==> src/rtl/fifo_arb_if.sv <==
// Bundle of the requester-side and FIFO-side signals of fifo_arb.
// slave: the arbiter's view. master: the view of whatever drives the requesters and FIFO.
interface fifo_arb_if #(
  parameter int N_REQ   = 4,
  parameter int D_WIDTH = 32
);
  localparam int OW = (N_REQ > 1) ? $clog2(N_REQ) : 1;

  logic [N_REQ-1:0]         req_i;
  logic [N_REQ*D_WIDTH-1:0] data_i;
  logic [N_REQ-1:0]         last_i;
  logic [N_REQ-1:0]         gnt_o;
  logic                     fifo_wr_en_o;
  logic [D_WIDTH-1:0]       fifo_din_o;
  logic                     fifo_full_i;
  logic                     busy_o;
  logic [OW-1:0]            owner_o;

  modport slave (
    input  req_i, data_i, last_i, fifo_full_i,
    output gnt_o, fifo_wr_en_o, fifo_din_o, busy_o, owner_o
  );

  modport master (
    output req_i, data_i, last_i, fifo_full_i,
    input  gnt_o, fifo_wr_en_o, fifo_din_o, busy_o, owner_o
  );
endinterface

==> src/rtl/fifo_arb.sv <==
// Round-robin burst arbiter: N_REQ requesters share one FIFO write port.
// An owner is picked in IDLE (one bubble cycle). It then streams beats in BURST
// until it sends last, hits MAX_BURST beats or drops its request.
//
// state | meaning
// IDLE  | no owner active; arbitrate from rr_ptr, no beats
// BURST | owner holds the FIFO; a beat occurs when it requests and the FIFO is not full
module fifo_arb #(
  parameter int N_REQ     = 4,
  parameter int D_WIDTH   = 32,
  parameter int MAX_BURST = 4
) (
  input  logic       clk_i,
  input  logic       rst_i,
  fifo_arb_if.slave  bus
);

  localparam int         OW      = (N_REQ > 1) ? $clog2(N_REQ) : 1;
  localparam logic [7:0] MAX_CNT = 8'(MAX_BURST);

  typedef enum logic {
    IDLE  = 1'b0,
    BURST = 1'b1
  } state_t;

  state_t             state_q, state_d;
  logic [OW-1:0]      owner_q, owner_d;
  logic [OW-1:0]      rr_ptr_q, rr_ptr_d;
  logic [7:0]         cnt_q, cnt_d;

  logic [OW-1:0]      pick;
  logic               pick_vld;
  logic               own_req;
  logic               own_last;
  logic [D_WIDTH-1:0] own_data;
  logic               beat;

  logic [N_REQ-1:0]   gnt;
  logic               wr_en;
  logic [D_WIDTH-1:0] din;
  logic               busy;

  // (base + off) mod N_REQ without a divider; off is always below N_REQ
  function automatic logic [OW-1:0] wrap_idx(input logic [OW-1:0] base, input int off);
    int s;
    s = int'(base) + off;
    if (s >= N_REQ) s = s - N_REQ;
    return OW'(s);
  endfunction

  // Round-robin pick: scanned from the far end so the port closest to rr_ptr wins
  always_comb begin
    pick     = '0;
    pick_vld = 1'b0;
    for (int i = N_REQ - 1; i >= 0; i--) begin
      if (bus.req_i[wrap_idx(rr_ptr_q, i)]) begin
        pick     = wrap_idx(rr_ptr_q, i);
        pick_vld = 1'b1;
      end
    end
  end

  // Current owner's request, last flag and data lane
  always_comb begin
    own_req  = bus.req_i[owner_q];
    own_last = bus.last_i[owner_q];
    own_data = bus.data_i[int'(owner_q)*D_WIDTH +: D_WIDTH];
  end

  // Next-state and output decode
  always_comb begin
    state_d  = state_q;
    owner_d  = owner_q;
    rr_ptr_d = rr_ptr_q;
    cnt_d    = cnt_q;
    beat     = 1'b0;
    gnt      = '0;
    wr_en    = 1'b0;
    din      = '0;
    busy     = 1'b0;
    case (state_q)
      IDLE: begin
        if (pick_vld) begin
          owner_d = pick;
          cnt_d   = 8'd0;
          state_d = BURST;
        end
      end
      BURST: begin
        busy = 1'b1;
        din  = own_data;
        beat = own_req & ~bus.fifo_full_i;
        if (beat) begin
          gnt[owner_q] = 1'b1;
          wr_en        = 1'b1;
          if (cnt_q < MAX_CNT) cnt_d = cnt_q + 8'd1;
        end
        // A withdrawn owner ends the burst even while the FIFO is full
        if (!own_req || (beat && (own_last || cnt_d == MAX_CNT))) begin
          state_d  = IDLE;
          rr_ptr_d = wrap_idx(owner_q, 1);
        end
      end
      default: state_d = IDLE;
    endcase
  end

  // State, owner, pointer and beat counter registers
  always_ff @(posedge clk_i or posedge rst_i) begin
    if (rst_i) begin
      state_q  <= IDLE;
      owner_q  <= '0;
      rr_ptr_q <= '0;
      cnt_q    <= 8'd0;
    end else begin
      state_q  <= state_d;
      owner_q  <= owner_d;
      rr_ptr_q <= rr_ptr_d;
      cnt_q    <= cnt_d;
    end
  end

  assign bus.gnt_o        = gnt;
  assign bus.fifo_wr_en_o = wr_en;
  assign bus.fifo_din_o   = din;
  assign bus.busy_o       = busy;
  assign bus.owner_o      = owner_q;

endmodule

==> src/flat_wrapper.sv <==
// flat-port wrapper written by rule: the top's interface ports become plain ports
module fifo_arb_flat 
#(
  parameter int N_REQ     = 4,
  parameter int D_WIDTH   = 32,
  parameter int MAX_BURST = 4
)
  (clk_i, rst_i, bus_req_i, bus_data_i, bus_last_i, bus_fifo_full_i, bus_gnt_o, bus_fifo_wr_en_o, bus_fifo_din_o, bus_busy_o, bus_owner_o);
  fifo_arb_if #(.N_REQ(N_REQ), .D_WIDTH(D_WIDTH)) bus_i ();
  input  logic clk_i;
  input  logic rst_i;
  input wire logic [$bits(bus_i.req_i)-1:0] bus_req_i;
  input wire logic [$bits(bus_i.data_i)-1:0] bus_data_i;
  input wire logic [$bits(bus_i.last_i)-1:0] bus_last_i;
  input wire logic [$bits(bus_i.fifo_full_i)-1:0] bus_fifo_full_i;
  output wire logic [$bits(bus_i.gnt_o)-1:0] bus_gnt_o;
  output wire logic [$bits(bus_i.fifo_wr_en_o)-1:0] bus_fifo_wr_en_o;
  output wire logic [$bits(bus_i.fifo_din_o)-1:0] bus_fifo_din_o;
  output wire logic [$bits(bus_i.busy_o)-1:0] bus_busy_o;
  output wire logic [$bits(bus_i.owner_o)-1:0] bus_owner_o;
  assign bus_i.req_i = bus_req_i;
  assign bus_i.data_i = bus_data_i;
  assign bus_i.last_i = bus_last_i;
  assign bus_i.fifo_full_i = bus_fifo_full_i;
  assign bus_gnt_o = bus_i.gnt_o;
  assign bus_fifo_wr_en_o = bus_i.fifo_wr_en_o;
  assign bus_fifo_din_o = bus_i.fifo_din_o;
  assign bus_busy_o = bus_i.busy_o;
  assign bus_owner_o = bus_i.owner_o;
  fifo_arb #(.N_REQ(N_REQ), .D_WIDTH(D_WIDTH), .MAX_BURST(MAX_BURST)) u_core (.clk_i(clk_i), .rst_i(rst_i), .bus(bus_i));
endmodule
==> config.mk <==
export PLATFORM = sky130hd
export DESIGN_NAME = fifo_arb_flat
export DESIGN_NICKNAME = d
export VERILOG_FILES = /design/src/rtl/fifo_arb_if.sv /design/src/rtl/fifo_arb.sv /design/src/flat_wrapper.sv
export SDC_FILE = /design/constraint.sdc
export NUM_CORES = 1
export LEC_CHECK = 0
export ABC_AREA = 1
export CAP_MARGIN = 0
export CELL_PAD_IN_SITES_DETAIL_PLACEMENT = 1
export CELL_PAD_IN_SITES_GLOBAL_PLACEMENT = 2
export CORE_MARGIN = 2
export CORE_UTILIZATION = 13
export CTS_CLUSTER_DIAMETER = 150
export DETAILED_ROUTE_END_ITERATION = 6
export GPL_TIMING_DRIVEN = 0
export PLACE_DENSITY = 0.77
export SYNTH_ARGS = -nofsm -noshare
export SYNTH_HDL_FRONTEND = slang
export SYNTH_SLANG_ARGS = --single-unit
==> constraint.sdc <==
create_clock -name clk_i -period 1.9 [get_ports clk_i]
set_input_delay 0.19 -clock clk_i [delete_from_list [all_inputs] [get_ports clk_i]]
set_output_delay 0.19 -clock clk_i [all_outputs]
set_load 0.03 [all_outputs]
==> flow_summary.rst <==
.. list-table::
   :header-rows: 1

   * - Metric
     - Value
   * - Setup skew after layout
     - 2.03 ps
   * - H-tree levels
     - 1
   * - CTS buffer count
     - 3
   * - Pwr Density
     - 1540 nW/µm²
   * - RSZ-0062 raised after global routing
     - true
   * - Yosys warning count
     - 0
   * - Number of nets in the layout
     - approximately 740
   * - Critical Path Slowest Stage Cell
     - sky130_fd_sc_hd__dfrtp_2
   * - Min Tclk post-route
     - 1900 ps
   * - Number of fill cells
     - 1,957
   * - Post-synthesis sequential area ratio
     - 16.0%
   * - Routed Antenna Nets
     - 0
   * - DRT Pass-1 Iters
     - 4
   * - Max VDD drop
     - ~0.71 mV
   * - Worst hold path class
     - primary input to async pin
   * - Slew headroom
     - 63.9%
   * - Met3 layer usage reported by global route
     - 3.39%
   * - Instance area after placement
     - 4210 µm²
   * - Skew-Pair Late Insertion Delay
     - 240 ps
   * - Final hold violation count
     - 0
   * - Largest fanout of any net on the critical path
     - 10
   * - Worst Setup Start Kind
     - flop
   * - Initial DRC Count
     - 74
   * - Result of the run
     - finished clean
   * - Max stage delay on crit path
     - 460 ps
   * - Die Area
     - 16,700 µm²
   * - Congestion Overflow GR
     - 0
   * - Clock-pin slew of the registers on the worst-case setup and hold paths
     - 50 ps
   * - WS Path Type
     - flop to primary output
   * - Fraction of the mapped netlist area in simple logic gates
     - 41.4%
   * - Most frequent cells in the layout
     - 141 x sky130_fd_sc_hd__clkdlybuf4s50_1, 135 x sky130_fd_sc_hd__nor2_1, 57 x sky130_fd_sc_hd__o21ai_0
   * - Core region area
     - 15,300 µm²
   * - Ports placed on the boundary
     - 179
   * - Initial standard-cell utilization of the core
     - 13.3%
   * - Sum of routed wire length over all layers
     - ~13 mm
   * - Critical path required time
     - 1710 ps
   * - Routed WL per cell
     - 15.5 µm
   * - Post-route fraction of the period consumed by the critical path
     - 99.8%
   * - Chip Height
     - 129 µm
   * - Synth Net Count
     - 544
   * - Count of hold buffers inserted by post-cts repair
     - 0
   * - TritonCTS clock tree
     - done
   * - Multiplexer area fraction after synthesis
     - 0%
   * - Total inserted antenna cells
     - 0
   * - Number of register bits inferred by synthesis
     - 13
   * - Max-cap violation count
     - 0
   * - Die extent in x
     - 129 µm
   * - Adder-cell share of the synthesized area
     - ~3.1%
   * - Leak pwr
     - 0.00197 µW
   * - Xor/xnor cell area share of the yosys netlist
     - 0.860%
   * - Vias in the first global route
     - 3,737
   * - Number of placed cells counting well taps
     - 789
   * - Clock tree buffer depth
     - 2
   * - Largest family of logic cells by synthesized area
     - simple AND/OR/NAND/NOR gates
   * - Post-Syn Instances
     - 400
   * - Number of antenna violations at the first check in global routing
     - 0
   * - Max-slew violation total from the final report
     - 0
   * - # DRC
     - 0
   * - Wire length of the first global-routing pass
     - about 19 mm
   * - Final instance area
     - 4610 µm²
   * - Commonest non-fill, non-tap cell in the layout
     - sky130_fd_sc_hd__clkdlybuf4s50_1
   * - Upper clock frequency limit
     - 0.527 GHz
   * - GR Layer Usage met1
     - between 15 and 20%
   * - Count of unique library cells instantiated by Yosys
     - 21
   * - Mean instance size in the synthesized netlist
     - 5.09 µm²
   * - Cell area after synthesis
     - 2040 µm²
   * - Slew at the pin closest to its max-slew limit
     - 541 ps
   * - Via density per instance
     - 4.19
   * - Final sum of negative setup slack
     - 0 ps
   * - Layout overhead on the synthesized area
     - 127%
   * - Gr usage total
     - 14.6%
   * - Count of port buffers added during placement
     - 178
   * - Via count
     - 3,384
   * - Worst setup EP type
     - primary output
   * - Layer with the highest usage
     - met2
   * - Global routing usage on met2
     - roughly 30%
   * - Root Buffer Master
     - sky130_fd_sc_hd__clkbuf_16
   * - Sequence of cells on the critical path
     - clkinv_4 -> buf_4 -> clkbuf_4 -> o21ai_0 -> a21oi_2 -> buf_2
   * - Share of layout cells above drive strength 1
     - 24.3%
   * - CP Data Arrival Time
     - 1710 ps
   * - Half-perimeter wire length after placement
     - around 10 mm
   * - Routability Congestion
     - 0.827
   * - Largest net degree at the start of global routing
     - 14
   * - Final Setup Violations
     - 0
   * - Final cell count without fillers
     - 808
   * - Placement row count
     - 45
   * - Share of the synthesized area in compound gates (AO/OA/AOI/OAI)
     - 28.8%
   * - Clock sink total
     - 13
[cell families (layout without fill, tap and decap cells)]
| kind of cell | count (synthesis) | after routing |
|---|---|---|
| xor gates and xnor gates | 2 | 2 |
| AOI/OAI and AO/OA | 115 | 115 |
| buffers and inverters | 51 | 248 |
| adders and majority gates | 5 | 5 |
| and+or+nand+nor | 214 | 214 |
| DFF | 13 | 13 |
[synth_stat cells]
cell,number,area [µm²]
sky130_fd_sc_hd__clkbuf_1,13,48.8
sky130_fd_sc_hd__buf_2,8,40.0
sky130_fd_sc_hd__nand4_1,3,18.8
sky130_fd_sc_hd__a21oi_1,38,190
sky130_fd_sc_hd__ha_1,5,62.6
sky130_fd_sc_hd__nand3_1,11,55.1
sky130_fd_sc_hd__nand2_2,2,12.5
sky130_fd_sc_hd__buf_1,5,18.8
sky130_fd_sc_hd__a32o_1,1,10.0
sky130_fd_sc_hd__o31ai_1,1,7.51
sky130_fd_sc_hd__o22ai_1,2,12.5
sky130_fd_sc_hd__nor2_4,1,11.3
sky130_fd_sc_hd__inv_1,22,82.6
sky130_fd_sc_hd__nand3_2,1,10.0
sky130_fd_sc_hd__xor2_1,1,8.76
sky130_fd_sc_hd__nand2_1,52,195
sky130_fd_sc_hd__inv_2,3,11.3
sky130_fd_sc_hd__nor2_1,144,541
sky130_fd_sc_hd__dfrtp_1,13,325
sky130_fd_sc_hd__o21ai_0,73,365
sky130_fd_sc_hd__xnor2_1,1,8.76
[per-stage QoR]
step | worst slack, ps | power, µW | utilization (%) | hold WS [ps]
finish | 2.85 | 7120 | 30.2 | 290
global route | -115 | 7800 | 30.2 | 374
CTS | -83.5 | 6570 | 28.1 | 321
detailed placement | -1190 | 6130 | 27.6 | 511
global placement | -1210 | 6040 | 27.6 | 505
floorplan | -38.6 | 3950 | - | 67.0
[final cells by class]
type | instances | area [µm²] | share of cell area, %
repair buffers | 194 | 1880 | 40.7
multi-input cells | 336 | 1750 | 37.9
flip-flops and latches | 13 | 328 | 7.11
well taps | 211 | 264 | 5.72
plain buffers | 25 | 215 | 4.67
inverters | 25 | 104 | 2.25
clock buffers | 3 | 75.1 | 1.63
clock inverters | 1 | 5.00 | 0.108
[power by group]
part           switching (µW)  internal (µW)  total [µW]
sequential                120            367         487
clock                     128            281         409
combinational            3760           2460        6230
[worst max-delay path: cells and delay by family, from the launching register on]
kind / cells / cell delay [ps]
compound gates: 2 / 340
buf+inv: 4 / 670
flops: 1 / 460
[final timing paths]
check                                              endpoint  depth (start not counted)  slack, ps                         startpoint
worst max-delay path                     bus_fifo_din_o[19]                          6          3  u_core.bus.owner_o[0]$_DFFE_PP0P_
worst min-delay path            u_core.cnt_q[7]$_DFFE_PP0P_                          2        290                              rst_i
worst max register to register     u_core.state_q$_DFF_PP0_                         15         40  u_core.bus.owner_o[0]$_DFFE_PP0P_
worst min register to register  u_core.cnt_q[5]$_DFFE_PP0P_                          2        530        u_core.cnt_q[5]$_DFFE_PP0P_
max in group asynchronous          u_core.state_q$_DFF_PP0_                          2       1220                              rst_i
min in group clk_i              u_core.cnt_q[5]$_DFFE_PP0P_                          2        530        u_core.cnt_q[5]$_DFFE_PP0P_
[metal layers]
| metal | part of all wire (%) | up-vias |
|---|---|---|
| li1 | - | 1695 |
| met1 | 40 | 1576 |
| met2 | 53 | 109 |
| met3 | 6.8 | 4 |
| met4 | 0.32 | 0 |
| met5 | 0 | - |
[flip-flops by register name (all words and copies together), names as in the netlist]
register	flops
u_core.rr_ptr_q	2
u_core.bus.owner_o	2
u_core.cnt_q	8
u_core.state_q	1
[what timing repair did]
| action | CTS | global route |
|---|---|---|
| setup endpoints to repair | 41 | 43 |
| endpoints found under the hold margin | 0 | 0 |
| gates resized for setup | 242 | 94 |
| pin swaps | 3 | 13 |
| gates cloned | 1 | 2 |
| setup buffers | 5 | 8 |
No activity file was read; power rests on OpenSTA's default activity.
